<file path="config.mk">
export PLATFORM = sky130hd
export DESIGN_NAME = xfft_symbol_sched
export DESIGN_NICKNAME = d
export VERILOG_FILES = /design/src/rtl/xfft_pkg.sv /design/src/rtl/xfft_symbol_sched.sv
export SDC_FILE = /design/constraint.sdc
export NUM_CORES = 1
export LEC_CHECK = 0
export BUFFER_PORTS_ARGS = -buffer_cell sky130_fd_sc_hd__buf_2
export CAP_MARGIN = 10
export CORE_AREA = 3 3 107 109
export DETAILED_ROUTE_END_ITERATION = 8
export DIE_AREA = 0 0 110 112
export HOLD_SLACK_MARGIN = 0.05
export PLACE_DENSITY_LB_ADDON = 0.12
export SLEW_MARGIN = 15
export SYNTH_ARGS = -nofsm -noshare
export SYNTH_HDL_FRONTEND = slang
export SYNTH_SLANG_ARGS = --single-unit
</file>
<file path="constraint.sdc">
create_clock -name aclk -period 7.8 [get_ports aclk]
set_input_delay 1.56 -clock aclk [delete_from_list [all_inputs] [get_ports aclk]]
set_output_delay 1.56 -clock aclk [all_outputs]
set_load 0.02 [all_outputs]
</file>
<file path="src/rtl/xfft_pkg.sv">
// Shared types and helpers for the FFT per-symbol scheduler.
// The symbol configuration struct, the core config word packing and the
// scheduler state encoding live here so the scheduler and anything that
// later talks to it agree on one definition.
package xfft_pkg;

   // Default legal log2 transform range of the FFT core.
   localparam int NFFT_MIN_DEF = 3;
   localparam int NFFT_MAX_DEF = 16;

   // Width of the cyclic-prefix length field carried in a symbol config.
   // The scheduler's CP_W parameter must match this value.
   localparam int SYM_CP_W = 10;

   // One symbol configuration request as held in the pending/active slots.
   typedef struct packed {
      logic [4:0]          nfft;
      logic [SYM_CP_W-1:0] cp_len;
      logic [7:0]          scale;
      logic                fwd_inv;
   } sym_cfg_t;

   // Scheduler phases: wait for a config, send it, drop CP, pass the symbol.
   typedef enum logic [1:0] {
      IDLE = 2'd0,
      CFG  = 2'd1,
      DROP = 2'd2,
      PASS = 2'd3
   } sched_state_t;

   // Core config word. The prefix is stripped before the core, so the CP
   // field of the core word is always left at zero.
   function automatic logic [31:0] pack_cfg(input sym_cfg_t c);
      return {8'h00, c.scale, 7'h00, c.fwd_inv, 3'b000, c.nfft};
   endfunction

endpackage

</file>
<file path="src/rtl/xfft_symbol_sched.sv">
// Per-symbol controller in front of the FFT core.
// Holds one pending configuration request, promotes it to the active slot
// only at a symbol boundary, sends the core config word only when the
// transform settings differ from what the core last accepted, then drops
// cp_len input beats and forwards exactly 2^nfft beats with tlast.
module xfft_symbol_sched
   import xfft_pkg::*;
#(
   parameter int DATA_W   = 32,
   parameter int NFFT_MIN = NFFT_MIN_DEF,
   parameter int NFFT_MAX = NFFT_MAX_DEF,
   parameter int CP_W     = SYM_CP_W,
   parameter int CNT_W    = 16
) (
   input  logic              aclk,
   input  logic              areset,
   input  logic [4:0]        i_nfft,
   input  logic [CP_W-1:0]   i_cp_len,
   input  logic [7:0]        i_scale,
   input  logic              i_fwd_inv,
   input  logic              i_cfg_valid,
   output logic              o_cfg_ready,
   input  logic [DATA_W-1:0] s_tdata,
   input  logic              s_tvalid,
   output logic              s_tready,
   output logic [DATA_W-1:0] m_tdata,
   output logic              m_tvalid,
   input  logic              m_tready,
   output logic              m_tlast,
   output logic [31:0]       m_cfg_tdata,
   output logic              m_cfg_tvalid,
   input  logic              m_cfg_tready,
   output logic              o_busy,
   output logic              o_symbol_done,
   output logic [CNT_W-1:0]  o_sym_count,
   output logic              o_err_nfft
);

   localparam logic [NFFT_MAX-1:0] CNT_ONE = NFFT_MAX'(1);

   sched_state_t        state_q, state_d;
   sym_cfg_t            pend_q, act_q, eff_cfg;
   logic                pend_valid_q, act_valid_q, sent_valid_q;
   logic [4:0]          sent_nfft_q;
   logic [7:0]          sent_scale_q;
   logic                sent_fwd_q;
   logic [NFFT_MAX-1:0] cnt_q, cnt_d;
   logic                err_q, done_q;
   logic [CNT_W-1:0]    sym_cnt_q;

   logic                req_fire, req_legal;
   logic                eff_valid, cfg_changed;
   logic                act_load, sent_load, sym_fire;
   logic [NFFT_MAX:0]   sym_len, last_full;
   logic [NFFT_MAX-1:0] last_idx;
   logic                drop_end;

   // Request slot handshake and legality of the requested transform size.
   assign o_cfg_ready = ~pend_valid_q;
   assign req_fire    = i_cfg_valid & ~pend_valid_q;
   assign req_legal   = (i_nfft >= 5'(NFFT_MIN)) && (i_nfft <= 5'(NFFT_MAX));

   // In IDLE a waiting request takes effect this cycle, so decisions there
   // look through to the pending slot instead of the stale active one.
   assign eff_cfg   = (state_q == IDLE && pend_valid_q) ? pend_q : act_q;
   assign eff_valid = act_valid_q | ((state_q == IDLE) & pend_valid_q);

   assign cfg_changed = ~sent_valid_q ||
                        ({eff_cfg.nfft, eff_cfg.fwd_inv, eff_cfg.scale} !=
                         {sent_nfft_q, sent_fwd_q, sent_scale_q});

   // Index of the final beat, 2^nfft - 1, computed one bit wider so that
   // nfft == NFFT_MAX does not overflow before the subtraction.
   assign sym_len   = (NFFT_MAX + 1)'(1) << act_q.nfft;
   assign last_full = sym_len - (NFFT_MAX + 1)'(1);
   assign last_idx  = last_full[NFFT_MAX-1:0];

   // DROP is only entered with cp_len > 0, so cnt_q + 1 never wraps here.
   assign drop_end = (cnt_q + CNT_ONE) == NFFT_MAX'(act_q.cp_len);

   assign o_busy        = (state_q != IDLE);
   assign o_symbol_done = done_q;
   assign o_sym_count   = sym_cnt_q;
   assign o_err_nfft    = err_q;

   // Next-state, beat counter and stream/config handshake outputs.
   always_comb begin
      // NOTE: every signal driven here gets a default first, so no path
      // through the case can leave one unassigned and infer a latch.
      state_d      = state_q;
      cnt_d        = cnt_q;
      s_tready     = 1'b0;
      m_tvalid     = 1'b0;
      m_tdata      = '0;
      m_tlast      = 1'b0;
      m_cfg_tvalid = 1'b0;
      m_cfg_tdata  = '0;
      act_load     = 1'b0;
      sent_load    = 1'b0;
      sym_fire     = 1'b0;

      unique case (state_q)
         IDLE: begin
            act_load = pend_valid_q;
            cnt_d    = '0;
            if (eff_valid) begin
               if (cfg_changed) begin
                  state_d = CFG;
               end else if (eff_cfg.cp_len != '0) begin
                  state_d = DROP;
               end else begin
                  state_d = PASS;
               end
            end
         end

         CFG: begin
            m_cfg_tvalid = 1'b1;
            m_cfg_tdata  = pack_cfg(act_q);
            if (m_cfg_tready) begin
               sent_load = 1'b1;
               state_d   = (act_q.cp_len != '0) ? DROP : PASS;
            end
         end

         DROP: begin
            s_tready = 1'b1;
            if (s_tvalid) begin
               if (drop_end) begin
                  cnt_d   = '0;
                  state_d = PASS;
               end else begin
                  cnt_d = cnt_q + CNT_ONE;
               end
            end
         end

         PASS: begin
            m_tdata  = s_tdata;
            m_tvalid = s_tvalid;
            s_tready = m_tready;
            m_tlast  = (cnt_q == last_idx);
            if (s_tvalid && m_tready) begin
               if (cnt_q == last_idx) begin
                  cnt_d    = '0;
                  sym_fire = 1'b1;
                  state_d  = IDLE;
               end else begin
                  cnt_d = cnt_q + CNT_ONE;
               end
            end
         end

         default: state_d = IDLE;
      endcase
   end

   // State register and shared DROP/PASS beat counter.
   always_ff @(posedge aclk) begin
      // NOTE: sequential state uses non-blocking assignments so every
      // register samples the pre-edge values regardless of block order.
      if (areset) begin
         state_q <= IDLE;
         cnt_q   <= '0;
      end else begin
         state_q <= state_d;
         cnt_q   <= cnt_d;
      end
   end

   // Slot valid flags and the sticky illegal-size error.
   always_ff @(posedge aclk) begin
      if (areset) begin
         pend_valid_q <= 1'b0;
         act_valid_q  <= 1'b0;
         sent_valid_q <= 1'b0;
         err_q        <= 1'b0;
      end else begin
         if (act_load) begin
            pend_valid_q <= 1'b0;
            act_valid_q  <= 1'b1;
         end
         if (req_fire) begin
            if (req_legal) begin
               pend_valid_q <= 1'b1;
            end else begin
               err_q <= 1'b1;
            end
         end
         if (sent_load) begin
            sent_valid_q <= 1'b1;
         end
      end
   end

   // Configuration payloads, qualified by the valid flags above.
   always_ff @(posedge aclk) begin
      // NOTE: payload registers carry no reset; their valid flags are
      // cleared on reset, so stale contents are never acted upon.
      if (req_fire && req_legal) begin
         pend_q.nfft    <= i_nfft;
         pend_q.cp_len  <= i_cp_len;
         pend_q.scale   <= i_scale;
         pend_q.fwd_inv <= i_fwd_inv;
      end
      if (act_load) begin
         act_q <= pend_q;
      end
      if (sent_load) begin
         sent_nfft_q  <= act_q.nfft;
         sent_scale_q <= act_q.scale;
         sent_fwd_q   <= act_q.fwd_inv;
      end
   end

   // Symbol completion pulse and wrapping symbol counter.
   always_ff @(posedge aclk) begin
      if (areset) begin
         done_q    <= 1'b0;
         sym_cnt_q <= '0;
      end else begin
         done_q <= sym_fire;
         if (sym_fire) begin
            sym_cnt_q <= sym_cnt_q + CNT_W'(1);
         end
      end
   end

endmodule

</file>
### Yosys cells after proc, flatten, opt, wreduce, memory -nomap -nowiden

Index checks and enable logic that the tools add are counted.

| storage, ports and cells | value |
|---|---|
| bits of input ports | 62 |
| flip-flop bits (word level) | 101 |
| output and inout bits | 88 |

| operators by class | value |
|---|---|
| mux-type cells | 31 |
| reductions and logical operators | 13 |
| equality and inequality tests | 12 |
| bitwise operators | 6 |
| add/sub/neg operators | 3 |
| magnitude comparators | 2 |
| shift-type cells | 1 |

Operator list:

| operator | count |
|---|---|
| 16-bit 2-to-1 mux | 4 |
| 24-bit 2-to-1 mux | 2 |
| 16-bit case mux with 3 select lines | 1 |
| 16-bit by 1-bit adder with 16-bit output, second input constant | 2 |
| 32-bit 2-to-1 mux | 1 |
| 10-bit nonzero test | 2 |
| 16-bit by 10-bit equality test with 1-bit output | 1 |
| 16-bit equality test | 1 |
| 1-bit by 5-bit left shift with 16-bit output, first input constant | 1 |
| 16-bit by 1-bit subtractor with 16-bit output, second input constant | 1 |
| 1-bit 2-to-1 mux | 14 |
| 2-bit 2-to-1 mux | 7 |
| 14-bit != test | 1 |
| 2-bit != test, second input constant | 6 |
| 2-bit case mux with 4 select lines | 1 |
| 6-bit AND reduction | 1 |
| 5-bit by 2-bit >= comparator with 1-bit output, second input constant | 1 |
| 5-bit less-or-equal comparator, second input constant | 1 |
| 2-bit equality test, second input constant | 2 |
| 1-bit logical AND | 4 |
| 1-bit inverter | 3 |
| 3-bit AND reduction | 1 |
| 3-bit nonzero test | 1 |
| 1-bit AND | 2 |
| 7 further kinds | 7 |

### Logic depth before layout (Yosys ltp)

| logic depth | value |
|---|---|
| depth after elaboration | 8 |
| mapped depth | 15 |
| depth with buffers taken out | 11 |

### Worst setup path after synthesis

Ideal clock, no wire load.

| timing path | value |
|---|---|
| path type | register to output |
| start point | register act_q[20] in the netlist's numbering |
| end point | output m_tlast |
| slack | 2.866 ns |
| arrival | 3.374 ns |
| path buffers | 3 |
| stages on the path, launching flop included | 13 |
| cells stage by stage | edfxtp_1 buf_2 buf_2 nor2_1 nand3_1 ha_1 buf_2 or3_4 nor3_1 a2111oi_0 or4_4 or4b_2 nor2_1 |

| between the ends | value |
|---|---|
| word-level cells in the longest chain between the ends | 4 |

RTL lines:

| item | RTL line | RTL |
|---|---|---|
| from (decl) | xfft_symbol_sched.sv:42 | `sym_cfg_t pend_q, act_q, eff_cfg;` |
| from (signal assigned) | xfft_symbol_sched.sv:207 | `act_q <= pend_q;` |
| 1-bit by 5-bit left shift with 16-bit output | xfft_symbol_sched.sv:74 | `assign sym_len = (NFFT_MAX + 1)'(1) << act_q.nfft;` |
| 16-bit by 1-bit subtractor with 16-bit output | xfft_symbol_sched.sv:75 | `assign last_full = sym_len - (NFFT_MAX + 1)'(1);` |
| 16-bit equality test | xfft_symbol_sched.sv:142 | `m_tlast = (cnt_q == last_idx);` |
| 1-bit 2-to-1 mux | xfft_symbol_sched.sv:102 | `unique case (state_q)` |
| to (decl) | xfft_symbol_sched.sv:29 | `output logic m_tlast,` |

Every way passes these cells.

### Worst setup path after layout

| timing path | value |
|---|---|
| start point | register act_q[21] in the netlist's numbering |
| end point | output m_tlast |

The elaborated chain is that of the path after synthesis.

==> impl_metrics.csv <==
group,metric,value,unit
final_layout,final_nets,773,
worst_setup_path,worst-path-buf-inv,1,
worst_setup_path,reg2reg_from,"act_q[21]",
global_route,grt_first_pass_wirelength,21600,um
yosys,postSynthAreaPerCell,9.55,um^2
routing,avgViaCountPerCell,5.56,
global_route,grt_pass1_vias,4479,
floorplanning,die_area,12300,um^2
clock_network,cts.htree.levels,3,
yosys,ys_ff_latch,101,
hold_path,worstHoldPathCells,0,
sta,hold_violations,0,
clock_network,clkLatencyLatePin,390,ps
worst_setup_path,crit_start,"act_q[21]",
routing,wl,13300,um
final_layout,final_cell_mix,"131 x buf_2, 62 x edfxtp_1, 50 x nand2_1",
worst_setup_path,start_kind,"flop",
final_layout,final_common_cell,"buf_2",
sta,setup_viol,0,
worst_setup_path,critPathMaxFanout,21,
clock_network,clock_sinks,101,
routing,wire_per_inst,15.7,um
yosys,synth_edf_count,62,
final_layout,drive_gt1_share,23.7,%
worst_setup_path,critPathMaxStageDelay,710,ps
clock_network,clk_pin_slew_worst_paths,100,ps
floorplanning,coreArea,10700,um^2
sta,finalCritPeriodShare,73.6,%
yosys,yosysUniqueCellTypes,61,
power_and_ir_drop,p_leak,2.73,nW
run_status,status,"complete, no violations",
power_and_ir_drop,power_density,186,nW/um^2
worst_setup_path,worstPathCellList,"nor3_1, nand2_1, ha_1, or3_4, nor3_1, a2111oi_0, or4_4, or4b_2, nor2_1, buf_2",
clock_network,numCtsBuffers,9,
worst_setup_path,crit_cells,10,
clock_network,root_buffer,"clkbuf_8",
sta,clock_skew,16.4,ps
routing,drt-initial-drc-count,431,
final_layout,n_fill_cell,948,
clock_network,cts.repair.resized,0,
placement,dpl.hpwl,9720,um
yosys,syn_inst,600,
sta,rsz0062_at_grt,"false",
routing,antenna_left,0,
clock_network,clock_path_buffers,2,
clock_network,cts_tree,"done",
hold_path,hp-class,"reg -> reg",
clock_network,post-cts-setup-buffers,0,
floorplanning,initial_core_util,53.6,%
flow_run,max_cap_violations,0,
floorplanning,placementRows,38,
yosys,syn-cell-area,5730,um^2
placement,gp_congestion,0.855,
worst_setup_path,crit_required,6240,ps
power_and_ir_drop,ir_drop,0.000185,V
yosys,ys.flop_type,"edfxtp_1",
worst_setup_path,cp.arrival,4180,ps
routing,firstDrtPassIters,5,
global_route,gr-usage-all-layers,22.0,%
placement,io_buffers,131,
worst_setup_path,cp-end-kind,"primary output",
final_layout,synthToLayoutAreaGrowth,14.4,%
floorplanning,die_w,110,um
worst_setup_path,timing.critical_path.mode_cell,"nor3_1",
clock_network,cts_hold_buf,0,
global_route,grt.overflow.total,0,
sta,final.min_clock_period,5740,ps
yosys,synth-async-reset-ratio,0,%
sta,tns,0,ps
final_layout,final_core_util,61.3,%
sta,relSlewSlack,35.2,%
global_route,antenna_found_initial,0,
yosys,yosys_warnings,0,
global_route,grt_max_degree,55,
sta,worst_pin_slew,972,ps
yosys,synth-seq-area-share,46.1,%
routing,dr_total_vias,4723,
sta,slew_violations,0,
floorplanning,ioPinCount,150,
worst_setup_path,crit_family,"simple AND/OR/NAND/NOR gates",
floorplanning,dieHeight,112,um
power_and_ir_drop,power.total,0.00122,W
worst_setup_path,r2r_cells,11,
routing,drc,0,
sta,fmax,0.174,GHz
final_layout,n_antenna_cell,0,
worst_setup_path,crit_type,"reg -> out",
worst_setup_path,crit_slowest_cell,"edfxtp_1",
hold_path,hold_start,"pend_q[13]",
-- final cells by class --
class	instances	area (um^2)	share of cell area [%]
Sequential cell	101	2640	40.3
Clock inverter	7	81.3	1.24
Tap cell	140	175	2.67
Inverter	16	60.1	0.916
Multi-Input combinational cell	444	2810	42.9
Clock buffer	9	124	1.89
Timing Repair Buffer	132	663	10.1
-- cell usage after synthesis, drive strengths merged, types with 19 or more instances --
library cell	count	area [um^2]
nor2b	19	119
dfxtp	39	781
buf	31	205
and2	48	300
edfxtp	62	1860
nand3	25	130
clkbuf	25	93.8
nor3	21	105
nand2	50	188
nor2	37	139
xnor2	23	201
a21oi	22	110
o21ai	21	105
-- path summary, 6_finish.rpt --
path,to,slack [ps]
max reg2reg,o_sym_count[15],3320
min,act_q[13],450
min reg2reg,act_q[13],450
max,m_tlast,2060
-- logic make-up (layout without fill, tap and decap cells) --
group | Yosys count | count (layout) | synth area share [%]
and+or+nand+nor | 271 | 271 | 26.3
other | 1 | 18 | 0.0654
xor gates and xnor gates | 37 | 37 | 5.66
buffers and inverters | 72 | 164 | 6.27
AOI/OAI and AO/OA | 87 | 87 | 9.72
muxes | 24 | 24 | 4.37
DFF | 101 | 101 | 46.1
adders and majority gates | 7 | 7 | 1.53
-- registers in the layout, indices dropped and copies added (netlist names) --
signal	cells
act_q	24
pend_q	24
cnt_q	16
o_sym_count	16
sent_scale_q	8
sent_nfft_q	5
state_q	2
act_valid_q	1
o_err_nfft	1
o_symbol_done	1
pend_valid_q	1
sent_fwd_q	1
sent_valid_q	1
-- power by group --
| group | switching (W) | total [W] | leakage (nW) | internal (W) |
|---|---|---|---|---|
| Clock | 0.000194 | 0.000348 | 0.106 | 0.000153 |
| Combinational | 0.000165 | 0.000248 | 1.74 | 0.0000832 |
| Sequential | 0.0000231 | 0.000625 | 0.884 | 0.000602 |
| Total | 0.000382 | 0.00122 | 2.73 | 0.000839 |
-- layer usage --
metal / vias up / GRT usage (%) / wire, um
li1: 2321 / - / -
met2: 144 / 37.0 / 6560
met5: - / 0 / 0
met4: 0 / 7.98 / 221
met3: 15 / 3.07 / 692
met1: 2243 / 28.6 / 5830
-- metrics by stage --
step	instances	setup WS (ps)	cell area, um^2	hold slack (ps)
finish	849	2060	6560	453
global route	849	1800	6560	465
CTS	849	2060	6540	457
detailed placement	833	2500	6340	434
global placement	833	2520	6340	429
floorplan	617	2870	5790	421
Power figures use the tool's default switching activity.
